## config.mk

```make
export PLATFORM = sky130hd
export DESIGN_NAME = otfs_grid_reader
export DESIGN_NICKNAME = d
export VERILOG_FILES = /design/src/rtl/otfs_grid_reader.sv
export SDC_FILE = /design/constraint.sdc
export NUM_CORES = 1
export LEC_CHECK = 0
export ABC_AREA = 0
export CORE_ASPECT_RATIO = 1.25
export CORE_UTILIZATION = 40
export DETAILED_ROUTE_END_ITERATION = 8
export HOLD_SLACK_MARGIN = 0.15
export PLACE_DENSITY_LB_ADDON = 0.08
export SYNTH_ARGS = -nofsm -noshare
export SYNTH_HDL_FRONTEND = slang
export SYNTH_SLANG_ARGS = --single-unit
```

## constraint.sdc

```tcl
create_clock -name Clk -period 3.2 [get_ports Clk]
set_input_delay 0.8 -clock Clk [delete_from_list [all_inputs] [get_ports Clk]]
set_output_delay 0.8 -clock Clk [all_outputs]
set_load 0.01 [all_outputs]
```

## src/rtl/otfs_grid_reader.sv

```systemverilog
// rtl/otfs_grid_reader.sv - delay-Doppler frame buffer read controller with credit FIFO
// Define GRID_READER_OREG_EN when the RAM port B has an output register (latency 2, depth 5).
module otfs_grid_reader #(
  parameter int LOG_M  = 6,
  parameter int LOG_N  = 6,
  parameter int DATA_W = 32,
  parameter int ADDR_W = LOG_M + LOG_N
) (
  input  logic              Clk,
  input  logic              Rst,
  input  logic              start,
  input  logic              transpose,
  output logic              busy,
  output logic              done,
  output logic              rd_en,
  output logic [ADDR_W-1:0] addrb,
  input  logic [DATA_W-1:0] doutb,
  output logic [DATA_W-1:0] m_data,
  output logic              m_valid,
  input  logic              m_ready,
  output logic              m_last
);

`ifdef GRID_READER_OREG_EN
  localparam int LAT   = 2;
  localparam int DEPTH = 5;
`else
  localparam int LAT   = 1;
  localparam int DEPTH = 4;
`endif
  localparam int PTR_W = $clog2(DEPTH);
  localparam int CNT_W = 3;
  localparam logic [CNT_W:0] CREDIT_MAX = (CNT_W+1)'(DEPTH);

  localparam logic [1:0] S_IDLE  = 2'd0;
  localparam logic [1:0] S_ISSUE = 2'd1;
  localparam logic [1:0] S_DRAIN = 2'd2;

  logic [1:0]        state;
  logic              tr_q;
  logic [LOG_M-1:0]  r_cnt;
  logic [LOG_N-1:0]  c_cnt;
  logic              is_last;

  logic [LAT-1:0]    pipe_v;
  logic [LAT-1:0]    pipe_last;
  logic [CNT_W-1:0]  inflight;
  logic [CNT_W:0]    credit_used;

  logic [DATA_W-1:0] mem      [DEPTH];
  logic              mem_last [DEPTH];
  logic [PTR_W-1:0]  wr_ptr;
  logic [PTR_W-1:0]  rd_ptr;
  logic [CNT_W-1:0]  count;
  logic              push;
  logic              pop;

  assign is_last = (&r_cnt) & (&c_cnt);
  assign addrb   = {r_cnt, c_cnt};
  assign busy    = (state != S_IDLE);

  assign m_valid = (count != '0);
  assign m_data  = m_valid ? mem[rd_ptr] : '0;
  assign m_last  = m_valid & mem_last[rd_ptr];
  assign pop     = m_valid & m_ready;
  assign push    = pipe_v[LAT-1];
  assign done    = pop & m_last;

  always_comb begin
    inflight = '0;
    for (int i = 0; i < LAT; i++) begin
      inflight = inflight + CNT_W'(pipe_v[i]);
    end
  end

  // Reads in flight plus buffered entries, less the beat leaving now, must fit the FIFO.
  assign credit_used = {1'b0, inflight} + {1'b0, count} - {{CNT_W{1'b0}}, pop};
  assign rd_en       = (state == S_ISSUE) && (credit_used < CREDIT_MAX);

  always_ff @(posedge Clk) begin
    if (Rst) begin
      state <= S_IDLE;
      tr_q  <= 1'b0;
      r_cnt <= '0;
      c_cnt <= '0;
    end else begin
      case (state)
        S_IDLE: begin
          if (start) begin
            state <= S_ISSUE;
            tr_q  <= transpose;
            r_cnt <= '0;
            c_cnt <= '0;
          end
        end
        S_ISSUE: begin
          if (rd_en) begin
            // Counters freeze on the final read so addrb holds afterwards.
            if (is_last) begin
              state <= S_DRAIN;
            end else if (!tr_q) begin
              if (&c_cnt) begin
                c_cnt <= '0;
                r_cnt <= r_cnt + LOG_M'(1);
              end else begin
                c_cnt <= c_cnt + LOG_N'(1);
              end
            end else begin
              if (&r_cnt) begin
                r_cnt <= '0;
                c_cnt <= c_cnt + LOG_N'(1);
              end else begin
                r_cnt <= r_cnt + LOG_M'(1);
              end
            end
          end
        end
        S_DRAIN: begin
          if (done) begin
            state <= S_IDLE;
          end
        end
        default: state <= S_IDLE;
      endcase
    end
  end

  always_ff @(posedge Clk) begin
    if (Rst) begin
      pipe_v    <= '0;
      pipe_last <= '0;
    end else begin
      pipe_v[0]    <= rd_en;
      pipe_last[0] <= rd_en & is_last;
      for (int i = 1; i < LAT; i++) begin
        pipe_v[i]    <= pipe_v[i-1];
        pipe_last[i] <= pipe_last[i-1];
      end
    end
  end

  always_ff @(posedge Clk) begin
    if (Rst) begin
      wr_ptr <= '0;
      rd_ptr <= '0;
      count  <= '0;
    end else begin
      if (push) begin
        wr_ptr <= (wr_ptr == PTR_W'(DEPTH-1)) ? '0 : wr_ptr + PTR_W'(1);
      end
      if (pop) begin
        rd_ptr <= (rd_ptr == PTR_W'(DEPTH-1)) ? '0 : rd_ptr + PTR_W'(1);
      end
      count <= count + CNT_W'(push) - CNT_W'(pop);
    end
  end

  always_ff @(posedge Clk) begin
    if (push) begin
      mem[wr_ptr]      <= doutb;
      mem_last[wr_ptr] <= pipe_last[LAT-1];
    end
  end

endmodule

```

==> results.cfg, run 1 <==
[detailed_routing]
drt_iter0_drc = 108
viasPerCell = 5.06
routed_wire_length_per_instance_um = 17.1
route.vias.total = 3613
antenna_left = 0
remaining_drc_errors = 0
first_pass_iteration_count_of_the_detailed_router = 4
routed_wirelength_um = 12200

[floorplan]
rows = 51
die_y_um = 143
start_util_pct = 40.9
core_area_um2 = 15600
number_of_top_level_design_ports = 86
fp.dieArea_um2 = 16500
dieWidth_um = 115

[power_and_ir_drop]
power_density_nw_per_um2 = 804
total_power_mw = 6.60
irDropWorstVdd_mv = 0.391
p_leak_nw = 2.67

[sta]
final_min_period_over_clock_period_pct = 95.8
final_critical_path_setup_slack_ns = 0.134
final_hold_fails = 0
finalClockSkew_ns = 0.0114
final.min_clock_period_ns = 3.07
tightestPinTransition_ns = 0.961
timing_max_transition_violations_final = 0
maxClockFrequency_ghz = 0.326
timing.slew.headroom_pct = 35.9
setup_repair_after_global_routing_missed_its_margin = no
tns_ns = 0
final-setup-viol-count = 0

[clock_tree]
clock_tree_from_tritoncts = built
clock-root-buffer = sky130_fd_sc_hd__clkbuf_16
cts_buffers = 17
cts.htree.levels = 4
cts_buffer_depth = 2
cts.sinks = 158
worst_setup_hold_path_clk_slew_ns = 0.06
cts_hold_repair.buffers = 0
clk_latency_worst_skew_pair_ns = 0.42

[placement]
preCtsSetupSlack_ns = -0.792
number_of_input_and_output_port_buffers_inserted = 85
dp.final_hpwl_um = 7350
place_area_um2 = 7610
place_congestion = 0.795

[logic_synthesis]
synth-async-reset-ratio_pct = 0
post_synthesis_register_bit_count = 158
post_syn_instances = 381
synth_enable_flop_cells = 132
synthesis.area_per_instance_um2 = 16.8
synth_cell_types = 41
synth-warning-count = 0
synth_top_area_cell = sky130_fd_sc_hd__edfxtp_1
synth_top_cell_area_share_pct = 62.0
main_synth_ff_type = sky130_fd_sc_hd__edfxtp_1
syn-num-nets = 429
synth_sequential_area_ratio_pct = 70.1
synth_top_cells_by_area = sky130_fd_sc_hd__edfxtp_1 62%, sky130_fd_sc_hd__mux4_2 12%, sky130_fd_sc_hd__dfxtp_1 8.1%, sky130_fd_sc_hd__and2_1 3.7%, sky130_fd_sc_hd__ha_1 2.0%
post_synth_instance_area_um2 = 6400

[cells_and_area]
finalCoreUtilization_pct = 52.5
drive_gt1_share_pct = 21.5
syn_to_final_growth_pct = 28.3
antenna-diode-count = 0
fillerInstances = 1348
final_area_um2 = 8210
most_frequent_standard_cell_in_the_layout_excluding_fill_and_tap_cells = sky130_fd_sc_hd__edfxtp_1
register_area_um2 = 4490
design.final.nets = 537
commonest_cells_after_routing_fill_and_taps_aside = 132 x sky130_fd_sc_hd__edfxtp_1, 83 x sky130_fd_sc_hd__clkdlybuf4s50_1, 34 x sky130_fd_sc_hd__and2_1
footprint_of_the_multi_input_gates_um2 = 1830

[grt]
globalRouteMet2Util_pct = 27.6
groute.usage.overall_pct = 16.0
global_route_wire_length_before_repair_um = 19300
antenna_found_initial = 0
vias_in_the_first_global_route = 3695
globalRouteMet3Util_pct = 3.42
pin_count_of_the_biggest_net_entering_global_routing = 38
globalRoute.totalOverflow = 0
met1_usage_pct = 19.5
busiest_layer = met2

[worst_setup_path]
end_kind = output port
critPathMaxFanout = 3
start_kind = primary input
arrival_time_of_the_worst_setup_path_ns = 2.27
cpPeakStageDelay_ns = 0.27
timing.critical_path.required_ns = 2.40
timing.critical_path.max_delay_family = compound AO/OA/AOI/OAI gates
crit_buf_inv = 3
timing.setup.critical_path_class = primary input to output port
crit_path_frequent_cell = sky130_fd_sc_hd__buf_2
worst_path_cell_with_the_longest_stage_delay = sky130_fd_sc_hd__ha_1
crit_path_cell_trace = buf_2, nand3_2, buf_4, ha_1, a211oi_2, xnor2_1, o22a_2, nor2_2, buf_2

[run_status]
outcome = completed

[min_path]
worst_hold_path_type = register to register

[job]
drv_cap = 0
[worst reg2reg max path: cells and delay by family, from the launching register on]
kind                       cells  cell delay, ns
and+or+nand+nor                5            0.96
adders and majority gates      2            0.53
AOI/OAI and AO/OA              3            0.43
DFF                            1            0.33
buffers and inverters          3            0.27
[registers in the layout (all words and copies together) (netlist names), named ones only]
name and count:
wr_ptr 2, rd_ptr 2, tr_q 1, mem_last 4, c_cnt 6, count 3
state 2, pipe_last 1, pipe_v 1, r_cnt 6, mem 128
[area by class of cell]
class,instances,area share (%)
clock inverter,15,1.86
inverter,10,0.457
sequential,158,54.7
tap,212,3.23
multi-input combinational,197,22.3
clock buffer,17,5.18
timing repair buffer,105,12.2
[cells in the mapped netlist (4+ instances only)]
library cell and instances:
sky130_fd_sc_hd__edfxtp_1 132, sky130_fd_sc_hd__and2_1 38, sky130_fd_sc_hd__mux4_2 33, sky130_fd_sc_hd__dfxtp_1 26, sky130_fd_sc_hd__nor2_1 16, sky130_fd_sc_hd__nand2_1 15
sky130_fd_sc_hd__a21oi_1 14, sky130_fd_sc_hd__nand3_1 12, sky130_fd_sc_hd__clkbuf_1 11, sky130_fd_sc_hd__ha_1 10, sky130_fd_sc_hd__inv_1 10, sky130_fd_sc_hd__o21ai_0 8
sky130_fd_sc_hd__or4_1 6, sky130_fd_sc_hd__and3_1 4, sky130_fd_sc_hd__mux2i_1 4
[layer usage]
layer | vias to the layer above | share of wire (%)
li1 | 1697 | -
met1 | 1831 | 42
met2 | 76 | 53
met3 | 9 | 3.4
met4 | 0 | 1.0
met5 | - | 0
[per-stage QoR]
step           instances  hold WS, ns
3_3_place_gp         682        0.457
3_5_place_dp         682        0.480
5_1_grt              714        0.521
4_1_cts              714        0.492
6_report             714        0.492
2_1_floorplan        381        0.438
[where the power goes]
part / switching [mW] / internal [mW]
combinational: 1.01 / 1.23
sequential: 0.0550 / 2.36
clock: 0.850 / 1.09
total: 1.92 / 4.68
[worst paths after layout]
kind | depth (start not counted) | start | slack [ns] | end
worst max register to register | 13 | count[2] | 0.61 | c_cnt[4]
worst max-delay path | 9 | m_ready | 0.13 | rd_en
worst min-delay path | 0 | pipe_last | 0.49 | mem_last[2]
worst min register to register | 0 | pipe_last | 0.49 | mem_last[2]
[kinds of logic (layout without fill, tap and decap cells)]
kind of cell	count (synthesis)	count (layout)	synth area share, %
flip-flops	158	158	70.1
AND/OR/NAND/NOR	110	110	9.51
multiplexers	38	38	12.4
AO/OA/AOI/OAI	36	36	3.66
buffers and inverters	26	147	1.76
adder cells (fa/ha/maj)	11	11	2.27
XOR/XNOR	2	2	0.274
[timing repair]
action	CTS	global route
setup buffers	0	0
pin swaps	2	0
setup endpoints to repair	1	1
gates resized for setup	11	5
Note: power is estimated with default switching activity, not from simulation.
==> inputs of run 2 (changes only) <==
- clock period: 3.2 -> 3.5 ns (I/O delays scaled with it)
==> run 2 against run 1 <==
  * Combinational power decreased by 12%
  * Routed wire length decreased by 0.29%
  * Sequential power decreased by 7%
  * Hold slack got worse by 0.0035 ns
  * Clock-buffer cell count increased by 3
  * Power decreased by 12%
  * Die area unchanged
  * Final cell count decreased by 1.1%
  * Flip-flop and latch count unchanged
  * First-iteration DRC count decreased by 11%
  * Critical path depth increased by 1
  * Utilization decreased by 0.67 points
  * Critical path type unchanged
  * Largest power group unchanged
==> results.cfg, run 2 (same netlist as run 1, synthesis figures left out) <==
[floorplan]
die_y_um = 143
core_area_um2 = 15600
start_util_pct = 40.9
rows = 51
fp.dieArea_um2 = 16500
dieWidth_um = 115
number_of_top_level_design_ports = 86

[cells_and_area]
most_frequent_standard_cell_in_the_layout_excluding_fill_and_tap_cells = sky130_fd_sc_hd__edfxtp_1
drive_gt1_share_pct = 18.2
layout_top_registers = mem x128, c_cnt x6, r_cnt x6
commonest_cells_after_routing_fill_and_taps_aside = 132 x sky130_fd_sc_hd__edfxtp_1, 83 x sky130_fd_sc_hd__clkdlybuf4s50_1, 34 x sky130_fd_sc_hd__and2_1
finalCoreUtilization_pct = 51.8
antenna-diode-count = 0
design.final.nets = 531
syn_to_final_growth_pct = 26.6
final_cells = 706
number_of_flip_flops_under_the_largest_register_name = 128
largest_register = mem

[detailed_routing]
viasPerCell = 5.12
drt_iter0_drc = 96
route.vias.total = 3615
antenna_left = 0
remaining_drc_errors = 0
first_pass_iteration_count_of_the_detailed_router = 4
routed_wirelength_um = 12200
routed_wire_length_per_instance_um = 17.3

[clock_tree]
cts_buffer_depth = 2
clock_tree_from_tritoncts = built
cts.htree.levels = 4
worst_setup_hold_path_clk_slew_ns = 0.05
cts_hold_repair.buffers = 0
cts_buffers = 17
clk_latency_worst_skew_pair_ns = 0.42
clock-root-buffer = sky130_fd_sc_hd__clkbuf_16
postCtsSetupBuffers = 0
cts.sinks = 158

[run_status]
outcome = completed

[grt]
globalRoute.totalOverflow = 0
pin_count_of_the_biggest_net_entering_global_routing = 38
groute.usage.overall_pct = 16.1
global_route_wire_length_before_repair_um = 19300
antenna_found_initial = 0
vias_in_the_first_global_route = 3787

[sta]
tightestPinTransition_ns = 0.950
final_hold_fails = 0
final_min_period_over_clock_period_pct = 96.6
fin_hold_ws_ns = 0.488
final.min_clock_period_ns = 3.38
maxClockFrequency_ghz = 0.296
timing.slew.headroom_pct = 36.7
final_critical_path_setup_slack_ns = 0.120
final-setup-viol-count = 0
timing_max_transition_violations_final = 0
finalClockSkew_ns = 0.0118

[placement]
dp.final_hpwl_um = 7380
number_of_input_and_output_port_buffers_inserted = 85
place_congestion = 0.756
place.detailed.instances = 676
preCtsSetupSlack_ns = -0.705

[worst_setup_path]
timing.critical_path.required_ns = 2.62
r2r_setup_slack_ns = 0.83
start_kind = primary input
end_kind = output port
critical_path.reg2reg.startpoint = count[1]
critPathMaxFanout = 5
reg2regPathDepth = 13
crit-reg2reg-capture = c_cnt[4]
timing.setup.critical_path_class = primary input to output port
arrival_time_of_the_worst_setup_path_ns = 2.51

[power_and_ir_drop]
p_leak_nw = 2.62
power_density_nw_per_um2 = 720
irDropWorstVdd_mv = 0.395

[job]
drv_cap = 0

[min_path]
worst_hold_startpoint = pipe_last
worst_hold_path_type = register to register
hold_depth = 0
worst_hold_path.endpoint = mem_last[2]
-- run 2: cell types whose count changed in the layout (fill, tap and decap cells not counted), moves of 2 or more --
cell	change
sky130_fd_sc_hd__buf_4	-7
sky130_fd_sc_hd__inv_6	-5
sky130_fd_sc_hd__clkbuf_1	+3
sky130_fd_sc_hd__clkinv_1	+3
sky130_fd_sc_hd__clkinv_2	+3
sky130_fd_sc_hd__clkinv_4	-2
sky130_fd_sc_hd__clkinvlp_4	-2
-- run 2: layout make-up --
class	count	area [um^2]
fillers	1361	7530
flip-flops and latches	158	4490
multi-input cells	197	1820
repair buffers	99	977
clock buffers	20	437
well taps	212	265
clock inverters	10	75.1
inverters	10	37.5
-- run 2: critical path: stages --
cell                              delay [ns]
sky130_fd_sc_hd__clkdlybuf4s15_2        0.23
sky130_fd_sc_hd__nand3_1                0.10
sky130_fd_sc_hd__o21ai_1                0.10
sky130_fd_sc_hd__ha_2                   0.20
sky130_fd_sc_hd__inv_1                  0.05
sky130_fd_sc_hd__fa_2                   0.34
sky130_fd_sc_hd__nand2b_4               0.15
sky130_fd_sc_hd__o22a_2                 0.22
sky130_fd_sc_hd__nor2_1                 0.11
sky130_fd_sc_hd__buf_2                  0.13
-- run 2: power breakdown --
part           switching [mW]  internal [mW]
clock                   0.664          0.955
sequential             0.0750           2.15
combinational           0.885           1.10
-- run 2: worst max-delay path by stage --
stage,start,endpoint,slack (ns),depth (start not counted)
2_1_floorplan,m_ready,rd_en,0.35,8
3_3_place_gp,m_ready,rd_en,-0.69,10
3_5_place_dp,m_ready,rd_en,-0.70,10
4_1_cts,m_ready,rd_en,0.03,10
5_1_grt,m_ready,rd_en,-0.009,10
6_report,m_ready,rd_en,0.12,10
-- run 2: routing by layer --
layer  vias to the layer above  track usage [%]  routed length [um]
met2                        72             27.6                6380
li1                       1679                -                   -
met1                      1845             19.0                5170
met5                         -                0                   0
met4                         0             6.84                 206
met3                        19             4.39                 444
-- run 2: what timing repair did --
item,4_1_cts,5_1_grt
pin swaps,0,0
setup endpoints to repair,1,1
gates resized for setup,8,3
cloned,0,0
-- run 2: per-stage QoR --
stage | area (um^2) | setup TNS, ns | power (mW)
4_1_cts | 8090 | 0 | 5.90
3_5_place_dp | 7580 | -1.39 | 4.26
2_1_floorplan | 6400 | 0 | 3.30
5_1_grt | 8100 | -0.00923 | 6.15
6_report | 8100 | 0 | 5.83
3_3_place_gp | 7580 | -1.13 | 4.26
==> inputs of run 3 (changes only) <==
- clock period: 3.5 -> 2.8 ns (I/O delays scaled with it)
==> run 3 against run 2 <==
  * The run now ends with negative setup slack left
  * Setup slack worse by 0.19 ns
  * Clock power up 33%
  * Critical endpoint unchanged
  * Largest cell class unchanged
  * Non-clock buffer count up 19
  * Die area unchanged
  * Highest routed layer unchanged
==> results.cfg, run 3 (same netlist as run 1, synthesis figures left out) <==
[floorplan]
dieWidth_um = 115
core_area_um2 = 15600
rows = 51
number_of_top_level_design_ports = 86
start_util_pct = 40.9
die_y_um = 143
fp.dieArea_um2 = 16500

[cells_and_area]
most_frequent_standard_cell_in_the_layout_excluding_fill_and_tap_cells = sky130_fd_sc_hd__edfxtp_1
antenna-diode-count = 0
layout_top_registers = mem x128, c_cnt x6, r_cnt x6
final_cells = 727
largest_register = mem
drive_gt1_share_pct = 24.1
syn_to_final_growth_pct = 30.2
number_of_flip_flops_under_the_largest_register_name = 128
design.final.nets = 550
fillerInstances = 1322
commonest_cells_after_routing_fill_and_taps_aside = 132 x sky130_fd_sc_hd__edfxtp_1, 51 x sky130_fd_sc_hd__clkdlybuf4s50_1, 34 x sky130_fd_sc_hd__and2_1

[grt]
vias_in_the_first_global_route = 3805
pin_count_of_the_biggest_net_entering_global_routing = 38
globalRoute.totalOverflow = 0
antenna_found_initial = 0
global_route_wire_length_before_repair_um = 20100
groute.usage.overall_pct = 16.8

[clock_tree]
clk_latency_worst_skew_pair_ns = 0.42
cts_hold_repair.buffers = 0
clock-root-buffer = sky130_fd_sc_hd__clkbuf_16
cts_buffers = 17
clock_tree_from_tritoncts = built
worst_setup_hold_path_clk_slew_ns = 0.06
cts_buffer_depth = 2
cts.htree.levels = 4
cts.sinks = 158

[sta]
final_min_period_over_clock_period_pct = 102
timing_max_transition_violations_final = 0
final_critical_path_setup_slack_ns = -0.0666
timing.slew.headroom_pct = 62.1
maxClockFrequency_ghz = 0.349
final.min_clock_period_ns = 2.87
setup_repair_after_global_routing_missed_its_margin = yes
final-setup-viol-count = 1
tns_ns = -0.0666
final_hold_fails = 0
tightestPinTransition_ns = 0.568
finalClockSkew_ns = 0.00595

[placement]
preCtsSetupSlack_ns = -1.02
dp.final_hpwl_um = 8040
number_of_input_and_output_port_buffers_inserted = 85
place_congestion = 0.753
place.detailed.instances = 690

[job]
drv_cap = 0

[run_status]
outcome = finished, violations left
failed_checks = negative setup slack

[power_and_ir_drop]
irDropWorstVdd_mv = 0.408
p_leak_nw = 2.85
power_density_nw_per_um2 = 893

[detailed_routing]
route.vias.total = 3706
remaining_drc_errors = 0
routed_wire_length_per_instance_um = 17.5
routed_wirelength_um = 12700
drt_iter0_drc = 183
antenna_left = 0
first_pass_iteration_count_of_the_detailed_router = 4
viasPerCell = 5.10

[worst_setup_path]
end_kind = output port
arrival_time_of_the_worst_setup_path_ns = 2.17
worst_path_cell_with_the_longest_stage_delay = sky130_fd_sc_hd__dfxtp_2
timing.setup.critical_path_class = register to output port
cp.depth = 11
start_kind = register
cpPeakStageDelay_ns = 0.31
timing.critical_path.max_delay_family = compound AO/OA/AOI/OAI gates
timing.critical_path.required_ns = 2.10
crit_buf_inv = 3
reg2regPathDepth = 13
crit_path_frequent_cell = sky130_fd_sc_hd__nand3_2
crit_path_cell_trace = inv_2, nand3_2, nand3_2, o21ai_2, ha_2, buf_4, a211oi_2, xnor2_2, o22a_2, nor2_2, buf_2
critPathMaxFanout = 3

[min_path]
hold_depth = 0
worst_hold_path_type = register to register
run 3: per-stage QoR:
stage	cell area [um^2]	power, mW	util, %	hold slack (ns)
2_1_floorplan	6400	4.13	-	0.438
3_3_place_gp	7700	5.40	49.3	0.447
3_5_place_dp	7700	5.42	49.3	0.475
4_1_cts	8310	7.51	53.2	0.484
5_1_grt	8330	7.82	53.3	0.507
6_report	8330	7.44	53.3	0.487
run 3: path summary, 6_finish.rpt:
kind                                 from          end  slack, ns
worst max-delay path             count[0]        rd_en      -0.07
worst min-delay path            pipe_last  mem_last[2]       0.49
worst max register to register   count[0]     c_cnt[4]       0.30
worst min register to register  pipe_last  mem_last[2]       0.49
run 3: layout make-up:
type	count	area, um^2	share of cell area, %
multi-input cells	197	1840	22.1
clock buffers	17	425	5.11
inverters	10	37.5	0.451
flip-flops and latches	158	4490	54.0
well taps	212	265	3.19
repair buffers	118	1140	13.7
clock inverters	15	128	1.53
run 3: metal layers:
metal	vias to the layer above	global-route usage, %	part of all wire, %
met1	1873	20.5	43
met3	15	4.05	4.2
met2	87	28.8	51
met4	0	6.36	1.5
li1	1731	-	-
met5	-	0	0
run 3: what timing repair did:
| item | CTS | global route |
|---|---|---|
| pin swaps | 3 | 2 |
| gates cloned | 1 | 0 |
| resized for setup | 57 | 17 |
| endpoints found under the setup margin | 44 | 12 |
| buffers inserted | 3 | 2 |
run 3: where the power goes:
group | total (mW) | internal (mW) | switching (mW) | leakage [nW]
combinational | 2.50 | 1.32 | 1.19 | 1.19
clock | 2.16 | 1.29 | 0.874 | 0.262
sequential | 2.77 | 2.70 | 0.0740 | 1.40
total | 7.44 | 5.30 | 2.13 | 2.85
